`src/rtl/byte_serializer.sv`:
```
// byte_serializer: parallel-to-serial stage with a single-entry holding buffer.
// Latency: a word accepted at edge N shows its first bit on ser_out after edge N+1.
// Backpressure: in_ready = !hold_valid; a full holding buffer stalls upstream.
//
// Ports:
//   clk, rst_n          clock, asynchronous active-low reset
//   in_valid/in_data    upstream word offer; in_ready indicates hold buffer empty
//   ser_out/ser_valid   serial bit and its qualifier (ser_out is 0 when not valid)
//   frame_start/done    first / last bit of a word
//   busy                shifting in progress or a word waiting in the hold buffer
module byte_serializer #(
  parameter int WIDTH     = 8,
  parameter bit LSB_FIRST = 1'b1
) (
  input  logic             clk,
  input  logic             rst_n,
  input  logic             in_valid,
  input  logic [WIDTH-1:0] in_data,
  output logic             in_ready,
  output logic             ser_out,
  output logic             ser_valid,
  output logic             frame_start,
  output logic             frame_done,
  output logic             busy
);

  localparam int CW = $clog2(WIDTH);
  localparam logic [CW-1:0] LAST = CW'(WIDTH - 1);

  typedef enum logic {IDLE, SHIFT} state_t;

  state_t           state, state_nxt;
  logic             hold_valid, hold_valid_nxt;
  logic [WIDTH-1:0] hold_reg, hold_reg_nxt;
  logic [WIDTH-1:0] shift_reg, shift_nxt;
  logic [CW-1:0]    bit_cnt, cnt_nxt;
  logic             load;
  logic             ser_out_nxt, ser_valid_nxt, frame_start_nxt, frame_done_nxt, busy_nxt;

  assign in_ready = !hold_valid;

  always_ff @(posedge clk or negedge rst_n) begin
    if (!rst_n) begin
      state       <= IDLE;
      hold_valid  <= 1'b0;
      hold_reg    <= '0;
      shift_reg   <= '0;
      bit_cnt     <= '0;
      ser_out     <= 1'b0;
      ser_valid   <= 1'b0;
      frame_start <= 1'b0;
      frame_done  <= 1'b0;
      busy        <= 1'b0;
    end else begin
      state       <= state_nxt;
      hold_valid  <= hold_valid_nxt;
      hold_reg    <= hold_reg_nxt;
      shift_reg   <= shift_nxt;
      bit_cnt     <= cnt_nxt;
      ser_out     <= ser_out_nxt;
      ser_valid   <= ser_valid_nxt;
      frame_start <= frame_start_nxt;
      frame_done  <= frame_done_nxt;
      busy        <= busy_nxt;
    end
  end

  always_comb begin
    state_nxt      = state;
    hold_valid_nxt = hold_valid;
    hold_reg_nxt   = hold_reg;
    shift_nxt      = shift_reg;
    cnt_nxt        = bit_cnt;
    load           = 1'b0;

    // Accept only into an empty buffer, so it never coincides with a load.
    if (in_valid && in_ready) begin
      hold_valid_nxt = 1'b1;
      hold_reg_nxt   = in_data;
    end

    case (state)
      IDLE: begin
        if (hold_valid) load = 1'b1;
      end
      SHIFT: begin
        if (bit_cnt == LAST) begin
          // Reload straight from the buffer on the last bit: no idle gap.
          if (hold_valid) load = 1'b1;
          else            state_nxt = IDLE;
        end else begin
          shift_nxt = LSB_FIRST ? (shift_reg >> 1) : (shift_reg << 1);
          cnt_nxt   = bit_cnt + 1'b1;
        end
      end
      default: state_nxt = IDLE;
    endcase

    if (load) begin
      state_nxt      = SHIFT;
      shift_nxt      = hold_reg;
      cnt_nxt        = '0;
      hold_valid_nxt = 1'b0;
    end

    // Outputs are registered from next-state values, so they line up with
    // the bit that shift_reg holds after this edge.
    ser_valid_nxt   = (state_nxt == SHIFT);
    ser_out_nxt     = ser_valid_nxt & (LSB_FIRST ? shift_nxt[0] : shift_nxt[WIDTH-1]);
    frame_start_nxt = ser_valid_nxt & (cnt_nxt == '0);
    frame_done_nxt  = ser_valid_nxt & (cnt_nxt == LAST);
    busy_nxt        = (state_nxt == SHIFT) | hold_valid_nxt;
  end

endmodule

```
`config.mk`:
```
export PLATFORM = sky130hd
export DESIGN_NAME = byte_serializer
export DESIGN_NICKNAME = d
export VERILOG_FILES = /design/src/rtl/byte_serializer.sv
export SDC_FILE = /design/constraint.sdc
export NUM_CORES = 1
export LEC_CHECK = 0
export ABC_AREA = 1
export BUFFER_PORTS_ARGS = -buffer_cell sky130_fd_sc_hd__buf_2
export CAP_MARGIN = 10
export CORE_MARGIN = 2
export CORE_UTILIZATION = 35
export CTS_BUF_LIST = sky130_fd_sc_hd__clkbuf_4 sky130_fd_sc_hd__clkbuf_8
export DETAILED_ROUTE_END_ITERATION = 8
export HOLD_SLACK_MARGIN = 0.06
export MAX_ROUTING_LAYER = met4
export PLACE_DENSITY = 0.54
export SYNTH_ARGS = -nofsm -noshare
export SYNTH_HDL_FRONTEND = slang
export SYNTH_SLANG_ARGS = --single-unit
```
`constraint.sdc`:
```
create_clock -name clk -period 3.6 [get_ports clk]
set_input_delay 0.72 -clock clk [delete_from_list [all_inputs] [get_ports clk]]
set_output_delay 0.72 -clock clk [all_outputs]
set_load 0.005 [all_outputs]
```
==> flow_summary.yaml <==
run_status:
  status: "complete, no violations"
worst_setup_path:
  critical_path.startpoint_type: "register"
  cp.arrival_ns: 1.06
  r2r-start: "bit_cnt[0]"
  crit-reg2reg-capture: "frame_start"
  rr_worst_depth: 6
  critical_path_class: "register to primary output"
  regToRegSetupSlack_ns: 2.31
  end_kind: "primary output"
  crit_fanout: 13
  crit_required_ns: 2.88
routing:
  dr.first_iter.drc_count: 18
  postRouteAntennaNets: 0
  firstDrtPassIters: 4
  routed_wire_length_per_instance_um: 10.57
  routed_vias_inst: 4.619
  wirelength_mm: 1.638
  route.detailed.drc: 0
  dr_total_vias: 716
timing:
  unrepaired_setup_endpoints_after_global_routing: "no"
  final_max_slew_viol_count: 0
  report.final.setup_viol: 0
  fmax_mhz: 561.7
  fin_crit_sh_pct: 49.45
  final_period_minus_worst_setup_slack_ns: 1.780
  fin_ws_ns: 1.820
  worst-slew-pin-transition_ns: 0.5321
  fin_setup_tns_ns: 0
  finalClockSkew_ns: 0.006351
  hold_viol: 0
  slew-limit-headroom_pct: 64.53
global_routing:
  antenna_found_initial: 0
  grt_overflow: 0
  via_count_of_the_first_global_routing_pass: 679
  groute.usage.overall_pct: 12.18
  grt_max_degree: 25
  grt_first_pass_wirelength_mm: 2.994
  met2_track_usage_gr_pct: 18.11
  globalRoute.busiestLayer: "met2"
  groute.layer.met1.usage_pct: 16.44
  use_met3_pct: 2.304
pwr:
  cell_int_power_mw: 0.5738
  combPwrFrac_pct: 37.2
  seqPwrFrac_pct: 47.8
  clkPwrFrac_pct: 15.1
  p_leak_nw: 0.6038
  power_switching_share_pct: 37.88
  net-switching-power_mw: 0.3499
  total_power_mw: 0.9237
  pwr_density_cell_nw_per_um2: 827.6
  vdd.ir_drop.worst_mv: 0.3555
clock_network:
  worst_setup_hold_path_clk_slew_ns: 0.13
  clock_latency_ns: 0.31
  cts_num_sinks: 24
  buffer_type_at_the_clock_tree_root: "sky130_fd_sc_hd__clkbuf_4"
  cts_resized: 0
  cts_made_buffers: 3
  post_cts_buffers: 0
  cts_buffer_depth: 2
  cts_tree: "built"
  holdBufCountCts: 0
  clock_tree.htree_level_count: 1
floorplanning:
  fp.dieArea_um2: 3227
  io-pin-count: 17
  initial_standard_cell_utilization_of_the_core_pct: 36.01
  chipHeight_um: 56.81
  fp-row-count: 19
  coreArea_um2: 2710
  chipWidth_um: 56.81
logic_synthesis:
  synth.largest_area_cell: "sky130_fd_sc_hd__dfrtp_1"
  postSynthNetCount: 119
  synth_enable_flop_cells: 0
  post_synth.cell_area_avg_um2: 9.121
  synth_common_cells: "sky130_fd_sc_hd__nand2_1 (41), sky130_fd_sc_hd__dfrtp_1 (24), sky130_fd_sc_hd__nand3_1 (17)"
  syn_inst: 107
  synth.lib_cells_used.distinct: 15
  synth_area_leaders: "sky130_fd_sc_hd__dfrtp_1 (62%), sky130_fd_sc_hd__nand2_1 (16%), sky130_fd_sc_hd__nand3_1 (8.7%), sky130_fd_sc_hd__nand2_2 (1.9%), sky130_fd_sc_hd__buf_2 (1.5%)"
  synth_ff_type: "sky130_fd_sc_hd__dfrtp_1"
  yosysWarnings: 0
  ys_ff_latch: 24
  yosysMostFrequentCell: "sky130_fd_sc_hd__nand2_1"
  seq_area_frac_synth_pct: 61.54
  netlist_area_um2: 975.9
  yosysTopAreaCellShare_pct: 61.54
  synth-async-reset-ratio_pct: 100.0
place:
  port-buffer-count: 16
  dp_wirelength_mm: 1.259
  post-place-ws_ns: 2.165
  gpl_wtd_cong: 0.7786
flow_run:
  maxCapViolations: 0
cells_and_area:
  num-nets-final: 137
  num_antenna_cells: 0
  area.growth.synth_to_final_pct: 14.36
  share_of_cells_above_drive_strength_1_pct: 22.58
  largest_reg_flops: 8
hold_path:
  min-delay-path-class: "input port to asynchronous set/reset pin"
through the flow:
| stage | instances | area (um2) | hold slack (ns) | util (%) |
|---|---|---|---|---|
| 4_1_cts | 155 | 1116 | 0.3745 | 41.18 |
| 6_report | 155 | 1116 | 0.3673 | 41.18 |
| 3_3_place_gp | 151 | 1080 | 0.4646 | 39.84 |
| 5_1_grt | 155 | 1116 | 0.3671 | 41.18 |
| 3_5_place_dp | 151 | 1080 | 0.4638 | 39.84 |
| 2_1_floorplan | 107 | 975.9 | 0.4244 | - |
cell families after synthesis:
| group | share of synthesized area [%] |
|---|---|
| buf+inv | 4.614 |
| fa+ha+maj | 1.282 |
| simple gates | 28.98 |
| compound gates | 3.590 |
| flops | 61.54 |
final cells by class:
| class | count | area [um2] |
|---|---|---|
| timing repair buffer | 16 | 80.08 |
| fill | 303 | 1594 |
| clock buffer | 4 | 36.28 |
| multi-input combinational | 72 | 330.3 |
| tap | 31 | 38.79 |
| sequential | 24 | 600.6 |
| inverter | 8 | 30.03 |
critical path: stages, from the launching register on:
cell and delay (ns):
sky130_fd_sc_hd__dfrtp_1 0.42, sky130_fd_sc_hd__inv_2 0.17, sky130_fd_sc_hd__buf_2 0.15
cells in the final DEF, fill, tap and decap left out, drive strengths merged:
| cell | Yosys | final |
|---|---|---|
| nor2 | 2 | 2 |
| inv | 8 | 8 |
| dfrtp | 24 | 24 |
| a21o | 1 | 1 |
| or2 | 1 | 1 |
| clkbuf | 0 | 4 |
| a21oi | 2 | 2 |
| o21ai | 2 | 2 |
| a21boi | 1 | 1 |
| nand2 | 45 | 45 |
| buf | 3 | 16 |
| ha | 1 | 1 |
| nand3 | 17 | 17 |
worst max path at each step:
stage	endpoint	cells past startpoint	from
floorplan	in_ready	2	hold_valid
global placement	hold_reg[7]	4	in_valid
detailed placement	hold_reg[7]	4	in_valid
CTS	in_ready	2	hold_valid
global route	in_ready	2	hold_valid
finish	in_ready	2	hold_valid
layer usage:
layer	part of all wire (%)	wire length, um
met1	50	827
met2	43	712
met3	4.4	72
met4	1.5	25
met5	0	0
power by group through the flow:
stage	Sequential [mW]	Combinational, mW	Clock, mW
after floorplan	0.435	0.272	0
after global placement	0.447	0.345	0
after detailed placement	0.449	0.350	0
after CTS	0.442	0.352	0.146
after global routing	0.455	0.406	0.163
final	0.441	0.343	0.139
Note: power is estimated with default switching activity, not from simulation.
